<file path="src/rtl/fetch_stage.sv">
// fetch_stage: instruction fetch stage of the RISC-V core.
//
// Owns the PC and drives a request/ready handshake to instruction memory.
// The fetched word is registered and handed to decode (control / alu_control).
// A word that decode has not accepted is held stable while stall is asserted.
// A taken branch redirects the PC.
//
// Ports:
//   clk, rst_n     rising-edge clock, asynchronous active-low reset
//   imem_req       fetch request to instruction memory (combinational)
//   imem_addr      fetch address, always equal to pc (combinational)
//   imem_ready     memory accepts request and returns imem_rdata this cycle
//   imem_rdata     fetched word, meaningful only when imem_req && imem_ready
//   stall          downstream cannot accept a new instruction
//   branch_taken   one-cycle redirect request, highest priority
//   branch_target  redirect address, low two bits ignored
//   instruction    registered instruction word (NOP_INSN when nothing valid)
//   pc_out         PC of instruction
//   inst_valid     instruction/pc_out hold a live instruction
module fetch_stage #(
  parameter logic [31:0] RESET_PC = 32'h0000_0000,
  parameter logic [31:0] NOP_INSN = 32'h0000_0013
) (
  input  logic        clk,
  input  logic        rst_n,
  output logic        imem_req,
  output logic [31:0] imem_addr,
  input  logic        imem_ready,
  input  logic [31:0] imem_rdata,
  input  logic        stall,
  input  logic        branch_taken,
  input  logic [31:0] branch_target,
  output logic [31:0] instruction,
  output logic [31:0] pc_out,
  output logic        inst_valid
);

  typedef enum logic [1:0] {
    IDLE = 2'd0,
    REQ  = 2'd1,
    HOLD = 2'd2
  } state_t;

  state_t      state, state_next;
  logic [31:0] pc, pc_next;
  logic [31:0] instruction_next, pc_out_next;
  logic        inst_valid_next;
  logic        hold_req;
  logic [31:0] redirect_pc;

  // A live instruction that decode refuses to take blocks any new fetch.
  assign hold_req    = inst_valid && stall;
  assign redirect_pc = branch_target & ~32'd3;

  // State and datapath registers.
  always_ff @(posedge clk or negedge rst_n) begin
    if (!rst_n) begin
      state       <= IDLE;
      pc          <= RESET_PC;
      instruction <= NOP_INSN;
      pc_out      <= 32'h0000_0000;
      inst_valid  <= 1'b0;
    end else begin
      state       <= state_next;
      pc          <= pc_next;
      instruction <= instruction_next;
      pc_out      <= pc_out_next;
      inst_valid  <= inst_valid_next;
    end
  end

  // Next-state and next-datapath logic. Redirect beats capture and stall.
  always_comb begin
    state_next       = state;
    pc_next          = pc;
    instruction_next = instruction;
    pc_out_next      = pc_out;
    inst_valid_next  = inst_valid;

    case (state)
      IDLE: begin
        // In IDLE a redirect only moves the PC; nothing is in flight to kill.
        state_next = REQ;
        if (branch_taken) begin
          pc_next = redirect_pc;
        end
      end

      REQ: begin
        if (branch_taken) begin
          // Any word returned this cycle belongs to the wrong path.
          pc_next          = redirect_pc;
          inst_valid_next  = 1'b0;
          instruction_next = NOP_INSN;
        end else if (hold_req) begin
          state_next = HOLD;
        end else if (imem_ready) begin
          instruction_next = imem_rdata;
          pc_out_next      = pc;
          inst_valid_next  = 1'b1;
          pc_next          = pc + 32'd4;
        end else if (inst_valid) begin
          // Decode took the word and nothing new arrived.
          inst_valid_next  = 1'b0;
          instruction_next = NOP_INSN;
        end
      end

      HOLD: begin
        if (branch_taken) begin
          state_next       = REQ;
          pc_next          = redirect_pc;
          inst_valid_next  = 1'b0;
          instruction_next = NOP_INSN;
        end else if (!stall) begin
          // The held word is consumed on this edge.
          state_next       = REQ;
          inst_valid_next  = 1'b0;
          instruction_next = NOP_INSN;
        end
      end

      default: begin
        state_next = IDLE;
      end
    endcase
  end

  // Request outputs. The request drops in the same cycle that a stall blocks it.
  always_comb begin
    imem_req  = (state == REQ) && !hold_req;
    imem_addr = pc;
  end

endmodule

</file>
<file path="config.mk">
export PLATFORM = sky130hd
export DESIGN_NAME = fetch_stage
export DESIGN_NICKNAME = d
export VERILOG_FILES = /design/src/rtl/fetch_stage.sv
export SDC_FILE = /design/constraint.sdc
export NUM_CORES = 1
export LEC_CHECK = 0
export ABC_AREA = 0
export CORE_MARGIN = 2
export CORE_UTILIZATION = 35
export DETAILED_ROUTE_END_ITERATION = 10
export PLACE_DENSITY = 0.66
export SYNTH_ARGS = -nofsm -noshare
export SYNTH_HDL_FRONTEND = slang
export SYNTH_SLANG_ARGS = --single-unit
export TNS_END_PERCENT = 1
</file>
<file path="constraint.sdc">
create_clock -name clk -period 2.05 [get_ports clk]
set_clock_uncertainty 0.1 [all_clocks]
set_input_delay 0.205 -clock clk [delete_from_list [all_inputs] [get_ports clk]]
set_output_delay 0.205 -clock clk [all_outputs]
set_load 0.05 [all_outputs]
</file>
==> impl_metrics.py, run 1 <==
metrics = {
    "run_status": {
        "outcome": "finished, final reports clean",
    },
    "floorplan": {
        "die_area_um2": 13300,
        "rows": 40,
        "fp.dieW_um": 116,
        "pin_count": 167,
        "design.core.area_um2": 12100,
        "die_h_um": 116,
        "initial_core_util": 0.361,
    },
    "layout": {
        "drive_gt1_frac": 0.124,
        "seq_area_um2": 2390,
        "n_fill_cell": 1057,
        "syn2layout_area_growth_pct": 53.9,
        "multiInputGateArea_um2": 1810,
        "fin_area_um2": 6700,
        "fin_util": 0.555,
        "fin_nets": 702,
        "n_antenna_cell": 0,
    },
    "placed_design": {
        "placed_area_um2": 6360,
        "post-place-ws_ps": 25.9,
        "hpwlAfterDp_um": 9570,
        "port_buffers": 160,
        "gp_congestion": 0.864,
    },
    "worst_setup_path": {
        "crit_type": "register to primary output",
        "critPathBufInv": 2,
        "worst_path_max_delay_cell": "clkdlybuf4s50_1",
        "path_cells": "buf_4 -> clkdlybuf4s50_1",
        "slowest_delay_ps": 810,
        "worst_setup_path_start_kind": "register",
        "crit_fanout": 8,
        "crit_family": "buffers and inverters",
        "critPathArrivalTime_ps": 1690,
        "crit_path_end_kind": "primary output",
        "crit_required_ps": 1750,
    },
    "pwr": {
        "power_density_nw_per_um2": 1150,
        "total_power_w": 0.00772,
        "ir_drop_mv": 0.443,
        "leakage_nw": 2.96,
    },
    "global_route": {
        "overflow": 0,
        "grt_pass1_wl_um": 21000,
        "grt_max_degree": 42,
        "grt_pass1_vias": 4110,
        "track_usage": 0.199,
        "grt_antenna_before_repair": 0,
    },
    "clock_tree": {
        "insertion_delay_ps": 340,
        "cts_buffers": 9,
        "cts_tree": "yes",
        "cts_max_level": 3,
        "clkTransAtPathRegs_ps": 70,
        "cts.sink_count": 95,
        "ctsRootBufferMaster": "clkbuf_16",
        "clockBufferDepth": 2,
    },
    "drt": {
        "first_pass_iters": 5,
        "route.detailed.drc": 0,
        "detail-route-antenna-nets": 0,
        "routed_wl_um": 13000,
        "drtIter0Drc": 374,
        "avgViaCountPerCell": 5.19,
        "wl_per_cell_um": 16.2,
        "vias": 4178,
    },
    "sta": {
        "rsz0062_at_grt": "no",
        "maxSlewHeadroom": 0.620,
        "worstMarginPinSlew_ps": 569,
        "fmax_mhz": 502,
        "slew_violations": 0,
        "min_period_ps": 1990,
        "hold_viol_final": 0,
        "setup_violations": 0,
        "fin_crit_sh": 0.971,
        "hold_slack_ps": 305,
        "setup_ws_ps": 59.9,
    },
    "yosys": {
        "avgSynthCellArea_um2": 9.65,
        "async_flop_share": 1.00,
        "synth_top_area_frac": 0.529,
        "synth_edf_count": 0,
        "synth.distinct_cells": 50,
        "ys_ff_latch": 95,
        "yosys_warnings": 0,
        "ys_top_cells_by_area": "dfrtp_1, nand2_1, a22o_1",
        "synth_cells": 451,
        "synth-simple-area-share": 0.203,
        "synth_ff_type": "dfrtp_1",
        "synth_top_area_cell": "dfrtp_1",
        "synth_top_family_by_area": "simple AND/OR/NAND/NOR gates",
        "synth_common_cells": "nand2_1, dfrtp_1, a21oi_1",
        "muxShareOfSynthArea": 0.00460,
        "synthesis.area_um2": 4350,
        "synth_fa_ha_area_frac": 0.00287,
        "ys_seq_area_frac": 0.547,
        "synth.most_common_cell": "nand2_1",
        "synth_xor_area_frac": 0,
        "synth_compound_gate_area_share": 0.200,
    },
    "worst_hold_path": {
        "hold_path_class": "primary input to asynchronous set/reset pin",
    },
    "job": {
        "maxCapViolCount": 0,
    },
}
routing by layer:
metal  wire length (um)  vias to the layer above  global-route usage
met1               5640                     2017               0.266
met3               1050                       16              0.0560
met5                  0                        -                   0
li1                   -                     1968                   -
met4                136                        0              0.0538
met2               6210                      177               0.319
stage by stage:
step	instances	TNS (ps)
6_report	805	0
5_1_grt	805	0
4_1_cts	804	0
3_5_place_dp	787	0
3_3_place_gp	787	0
2_1_floorplan	454	-141
report_power, final:
group / total [W] / internal, W / switching, W
sequential: 0.00260 / 0.00227 / 0.000335
clock: 0.00176 / 0.00106 / 0.000700
combinational: 0.00336 / 0.00118 / 0.00218
kinds of logic (layout without fill, tap and decap cells):
kind of cell	Yosys count	after routing
buf+inv	40	223
other cells	1	4
fa+ha+maj	1	1
flops	95	95
simple gates	187	187
mux	2	2
compound gates	125	125
path summary, 6_finish.rpt:
check | startpoint | endpoint | slack, ps | cells past startpoint
max | imem_addr[7]$_DFFE_PN0P_ | imem_addr[7] | 60 | 2
min | rst_n | pc_out[12]$_DFFE_PN0P_ | 300 | 2
max reg2reg | imem_addr[9]$_DFFE_PN0P_ | imem_addr[23]$_DFFE_PN0P_ | 120 | 5
min reg2reg | instruction[0]$_DFFE_PN1P_ | instruction[0]$_DFFE_PN1P_ | 360 | 2
max in group asynchronous | rst_n | instruction[0]$_DFFE_PN1P_ | 870 | 3
min in group clk | imem_rdata[0] | instruction[0]$_DFFE_PN1P_ | 310 | 3
placed cells by master, fill, tap and decap left out, types with 2 or more instances in the layout:
cell / count
a21o_1: 3
o311ai_0: 2
o21ai_0: 17
a21oi_1: 30
nand2b_1: 3
a31o_2: 3
clkdlybuf4s50_1: 155
nor3_1: 10
a311oi_1: 10
nor2_1: 26
nor2b_1: 3
dfstp_2: 3
bufinv_16: 2
buf_12: 4
and4_1: 3
o32ai_1: 4
clkinv_2: 4
dfrtp_2: 4
o21a_1: 2
nand4_2: 2
nand2_1: 102
and2_1: 7
nand3_1: 11
o22ai_1: 6
a31oi_1: 4
clkbuf_16: 9
buf_4: 38
inv_1: 6
nand4_1: 5
nand3b_1: 2
mux2i_1: 2
a22o_1: 29
dlymetal6s2s_1: 2
dfrtp_1: 88
conb_1: 4
a211oi_1: 7
and3_1: 5
state kept, by name (all words and copies together), names as in the netlist:
register,cells
instruction,32
imem_addr,30
pc_out,30
state,2
inst_valid,1
repair_timing:
action	CTS	global route
gates resized for setup	0	4
buffers inserted	0	1
endpoints found under the hold margin	38	0
pin swaps	1	1
cloned	0	0
hold buffers	1	0
endpoints found under the setup margin	1	6
final cells by class:
class,instances,area share
Tap cell,168,0.0314
Clock inverter,7,0.0131
Multi-Input combinational cell,319,0.270
Inverter,7,0.00392
Clock buffer,9,0.0336
Timing Repair Buffer,200,0.291
Sequential cell,95,0.356
Note: power is estimated with default switching activity, not from simulation.
==> inputs of run 2 (changes only) <==
Settings changed: CELL_PAD_IN_SITES_DETAIL_PLACEMENT set to 2, CELL_PAD_IN_SITES_GLOBAL_PLACEMENT set to 2, CORE_UTILIZATION 35 to 26, PLACE_DENSITY 0.66 to not set, PLACE_DENSITY_LB_ADDON set to 0.1.
==> run 2 against run 1 <==
Clock power increased by 15%. Via count is 3.0% higher. Power rose by 5.1%. Register-to-register slack is essentially flat. Fmax decreased by 0.31%. First-iteration DRC count down 69%. Cell count is 7.2% higher. Critical path type unchanged. Largest power group unchanged.
==> impl_metrics.py, run 2 (synthesis gave the netlist of run 1 again) <==
metrics = {
    "run_status": {
        "outcome": "finished, final reports clean",
    },
    "worst_setup_path": {
        "r2r_end": "imem_addr[16]$_DFFE_PN0P_",
        "path_cells": "buf_4 -> clkdlybuf4s50_1",
        "crit_path_end": "imem_addr[4]",
        "startpoint": "imem_addr[4]$_DFFE_PN0P_",
        "crit_path_end_kind": "primary output",
        "reg2reg_from": "imem_addr[7]$_DFFE_PN0P_",
        "r2r_cells": 6,
        "critPathArrivalTime_ps": 1690,
        "path_depth": 2,
        "crit_type": "register to primary output",
        "slowest_delay_ps": 810,
        "critPathBufInv": 2,
        "reg2reg_setup_slack_ps": 130,
        "crit_fanout": 8,
        "crit_required_ps": 1750,
        "worst_setup_path_start_kind": "register",
        "crit_family": "buffers and inverters",
        "worst_path_max_delay_cell": "clkdlybuf4s50_1",
    },
    "global_route": {
        "grt_pass1_vias": 4803,
        "overflow": 0,
        "grt_pass1_wl_um": 26900,
        "grt_antenna_before_repair": 0,
        "track_usage": 0.193,
        "grt_max_degree": 36,
    },
    "floorplan": {
        "initial_core_util": 0.264,
        "design.core.area_um2": 16500,
        "fp.dieW_um": 133,
        "die_area_um2": 17800,
        "pin_count": 167,
        "rows": 47,
        "die_h_um": 133,
    },
    "sta": {
        "worstMarginPinSlew_ps": 542,
        "fin_crit_sh": 0.974,
        "slew_violations": 0,
        "min_period_ps": 2000,
        "setup_violations": 0,
        "maxSlewHeadroom": 0.639,
        "rsz0062_at_grt": "no",
        "hold_slack_ps": 274,
        "hold_viol_final": 0,
        "fmax_mhz": 501,
    },
    "pwr": {
        "total_power_w": 0.00811,
        "power_density_nw_per_um2": 1180,
        "ir_drop_mv": 0.488,
        "leakage_nw": 3.01,
    },
    "placed_design": {
        "gp_congestion": 0.815,
        "port_buffers": 160,
        "hpwlAfterDp_um": 12300,
    },
    "layout": {
        "layout_common_cells": "clkdlybuf4s50_1, nand2_1, dfrtp_1",
        "regMostFlops": "instruction",
        "fin_nets": 708,
        "n_fill_cell": 1767,
        "n_antenna_cell": 0,
        "drive_gt1_frac": 0.140,
        "fin_util": 0.418,
        "largest_reg_flops": 32,
        "mostFrequentLayoutCell": "clkdlybuf4s50_1",
        "syn2layout_area_growth_pct": 58.2,
    },
    "clock_tree": {
        "insertion_delay_ps": 350,
        "cts_tree": "yes",
        "clkTransAtPathRegs_ps": 70,
        "ctsRootBufferMaster": "clkbuf_16",
        "clockBufferDepth": 2,
        "cts.sink_count": 95,
        "cts_max_level": 3,
        "cts_buffers": 9,
    },
    "drt": {
        "drtIter0Drc": 116,
        "vias": 4303,
        "route.detailed.drc": 0,
        "wl_per_cell_um": 19.1,
        "detail-route-antenna-nets": 0,
        "routed_wl_um": 16500,
        "avgViaCountPerCell": 4.99,
        "first_pass_iters": 4,
    },
    "worst_hold_path": {
        "hold_path_class": "primary input to asynchronous set/reset pin",
    },
    "job": {
        "maxCapViolCount": 0,
    },
}
run 2: what timing repair did:
action / in CTS / in global routing
hold buffers: 1 / 0
setup buffers: 0 / 0
hold endpoints to repair: 30 / 0
gates resized for setup: 0 / 4
endpoints found under the setup margin: 0 / 6
run 2: how the worst min path moves through the flow:
stage           from                        end  slack [ps]  cells after the start
2_1_floorplan  rst_n  imem_addr[10]$_DFFE_PN0P_        -190                      0
3_3_place_gp   rst_n     pc_out[16]$_DFFE_PN0P_         130                      1
3_5_place_dp   rst_n     pc_out[17]$_DFFE_PN0P_         130                      1
4_1_cts        rst_n     pc_out[17]$_DFFE_PN0P_         300                      2
5_1_grt        rst_n     pc_out[17]$_DFFE_PN0P_         320                      2
6_report       rst_n     pc_out[17]$_DFFE_PN0P_         270                      2
run 2: where the power goes:
part / leakage (nW) / total, W / switching [W] / internal, W
sequential: 1.16 / 0.00258 / 0.000310 / 0.00227
clock: 0.176 / 0.00202 / 0.000759 / 0.00126
combinational: 1.67 / 0.00352 / 0.00229 / 0.00123
total: 3.01 / 0.00811 / 0.00336 / 0.00476
run 2: per-layer routing:
| metal | vias to the layer above | part of all wire | GRT usage | wire, um |
|---|---|---|---|---|
| met5 | - | 0 | 0 | 0 |
| met4 | 0 | 0.014 | 0.0644 | 228 |
| met3 | 12 | 0.061 | 0.0468 | 1010 |
| met2 | 115 | 0.50 | 0.324 | 8230 |
| met1 | 2197 | 0.43 | 0.244 | 7010 |
| li1 | 1979 | - | - | - |
run 2: layout make-up:
type,instances,area [um^2],area share
well taps,220,275,0.0400
flip-flops and latches,95,2390,0.347
clock inverters,5,104,0.0151
multi-input cells,319,1820,0.264
inverters,7,26.3,0.00382
repair buffers,206,2020,0.294
clock buffers,11,253,0.0367
run 2: per-stage QoR:
step	cells	TNS, ps	worst slack (ps)	instance area, um^2
CTS	863	0	24.6	6880
detailed placement	846	0	4.33	6510
global route	863	0	7.14	6890
finish	863	0	53.7	6890
floorplan	454	-141	-93.2	4370
global placement	846	0	135	6510
==> inputs of run 3 (changes only) <==
Settings changed: CTS_BUF_LIST set to sky130_fd_sc_hd__clkbuf_8.
==> run 3 against run 2 <==
Non-clock buffer count is the same. Largest power group unchanged. Die area is the same. First-iteration DRC count increased by 22%. Highest routed layer unchanged. Cell area is 1.1% lower.
==> impl_metrics.py, run 3 (synthesis gave the netlist of run 1 again) <==
metrics = {
    "drt": {
        "routed.top_layer": "met4",
        "drtIter0Drc": 141,
        "drt-met1-wl_um": 7130,
        "vias": 4271,
        "wl_per_cell_um": 19.2,
        "wl_met3_um": 963,
        "avgViaCountPerCell": 4.95,
        "detail-route-antenna-nets": 0,
        "first_pass_iters": 4,
        "routed_wl_um": 16600,
        "route.met2.wl_um": 8250,
        "route.detailed.drc": 0,
    },
    "sta": {
        "setup_ws_ps": 41.0,
        "fmax_mhz": 498,
        "slew_violations": 0,
        "min_period_ps": 2010,
        "maxSlewHeadroom": 0.639,
        "fin_crit_sh": 0.980,
        "finalSetupTns_ps": 0,
        "worstMarginPinSlew_ps": 541,
        "rsz0062_at_grt": "no",
        "hold_viol_final": 0,
        "setup_violations": 0,
    },
    "clock_tree": {
        "cts_buffers": 9,
        "clkTransAtPathRegs_ps": 100,
        "cts.sink_count": 95,
        "ctsRootBufferMaster": "clkbuf_8",
        "insertion_delay_ps": 380,
        "cts_max_level": 3,
        "cts_setup_buffers": 0,
        "clockBufferDepth": 2,
        "cts_tree": "yes",
    },
    "global_route": {
        "grt_antenna_before_repair": 0,
        "overflow": 0,
        "grt_pass1_vias": 4804,
        "grt_pass1_wl_um": 26800,
        "track_usage": 0.192,
        "grt_max_degree": 36,
    },
    "layout": {
        "n_fill_cell": 1782,
        "fin_nets": 708,
        "syn2layout_area_growth_pct": 56.4,
        "fin_cells": 863,
        "mostFrequentLayoutCell": "clkdlybuf4s50_1",
        "fin_util": 0.413,
        "n_antenna_cell": 0,
        "drive_gt1_frac": 0.142,
        "regMostFlops": "instruction",
        "layout_common_cells": "clkdlybuf4s50_1, nand2_1, dfrtp_1",
        "fin_area_um2": 6810,
        "largest_reg_flops": 32,
    },
    "run_status": {
        "outcome": "finished, final reports clean",
    },
    "pwr": {
        "p_comb_frac": 0.457,
        "pwr-share-clk": 0.207,
        "netSwitchingFraction": 0.432,
        "leakage_nw": 3.05,
        "ir_drop_mv": 0.384,
        "p_int_w": 0.00436,
        "power_density_nw_per_um2": 1130,
        "p_seq_frac": 0.336,
        "switchingPower_w": 0.00331,
    },
    "floorplan": {
        "rows": 47,
        "pin_count": 167,
        "design.core.area_um2": 16500,
        "initial_core_util": 0.264,
        "fp.dieW_um": 133,
        "die_area_um2": 17800,
        "die_h_um": 133,
    },
    "worst_setup_path": {
        "worst_setup_path_start_kind": "register",
        "r2r_end": "imem_addr[13]$_DFFE_PN0P_",
        "crit_path_end_kind": "primary output",
        "crit_required_ps": 1750,
        "critPathArrivalTime_ps": 1700,
        "reg2reg_from": "imem_addr[7]$_DFFE_PN0P_",
        "r2r_cells": 6,
        "crit_fanout": 5,
        "crit_type": "register to primary output",
        "reg2reg_setup_slack_ps": 200,
    },
    "placed_design": {
        "port_buffers": 160,
        "placed_area_um2": 6510,
        "gp_congestion": 0.815,
        "hpwlAfterDp_um": 12300,
        "post-place-ws_ps": 4.33,
        "dp_cells": 846,
    },
    "job": {
        "maxCapViolCount": 0,
    },
    "worst_hold_path": {
        "hold_path_class": "primary input to asynchronous set/reset pin",
    },
}
==> run 3: cell types whose count changed in the layout (fill, tap and decap cells not counted) <==
cell and change:
dlygate4sd2_1 +4, clkdlybuf4s50_1 -14, a21boi_0 -1, clkbuf_8 +9, a21boi_1 +1, nor2_2 +1
nor2_1 -1, dlymetal6s2s_1 +10, clkbuf_16 -9
==> run 3: repair_timing <==
item | 4_1_cts | 5_1_grt
resized for setup | 4 | 16
endpoints found under the setup margin | 4 | 17
pin swaps | 0 | 0
endpoints found under the hold margin | 30 | 0
hold buffers | 1 | 0
==> run 3: power by group through the flow <==
stage                     logic, W  registers [W]  clock network [W]
after floorplan           0.000741        0.00393                  0
after global placement     0.00348        0.00259                  0
after detailed placement   0.00355        0.00262                  0
after CTS                  0.00355        0.00259            0.00166
after global routing       0.00372        0.00264            0.00171
final                      0.00350        0.00257            0.00159
==> run 3: worst max-delay path by stage <==
stage,from,to,slack [ps],depth (start not counted)
CTS,imem_addr[22]$_DFFE_PN0P_,imem_addr[22],2,1
detailed placement,stall,imem_addr[25]$_DFFE_PN0P_,4,7
global route,imem_addr[3]$_DFFE_PN0P_,imem_addr[3],3,2
global placement,imem_ready,imem_addr[30]$_DFFE_PN0P_,140,6
floorplan,imem_addr[12]$_DFFE_PN0P_,imem_addr[23]$_DFFE_PN0P_,-90,7
finish,imem_addr[9]$_DFFE_PN0P_,imem_addr[9],40,2
==> run 3: layer usage <==
metal  global-route usage  up-vias
li1                     -     1971
met1                0.244     2173
met2                0.321      114
met3               0.0457       13
met4               0.0644        0
met5                    0        -
==> run 3: critical path: stages (launching register included) <==
cell and delay (ps):
dfrtp_1 380, buf_4 140, clkdlybuf4s50_1 800
==> run 3: layout make-up <==
type,instances,area [um^2],area share
Sequential cell,95,2390,0.351
Timing Repair Buffer,206,2040,0.300
Multi-Input combinational cell,319,1820,0.267
Tap cell,220,275,0.0404
Clock buffer,11,151,0.0222
Clock inverter,5,104,0.0153
Inverter,7,26.3,0.00386
==> run 3: per-stage QoR <==
| stage | total power [W] | hold slack [ps] |
|---|---|---|
| 5_1_grt | 0.00806 | 269 |
| 4_1_cts | 0.00779 | 248 |
| 3_5_place_dp | 0.00617 | 135 |
| 3_3_place_gp | 0.00606 | 133 |
| 2_1_floorplan | 0.00467 | -191 |
| 6_report | 0.00767 | 234 |
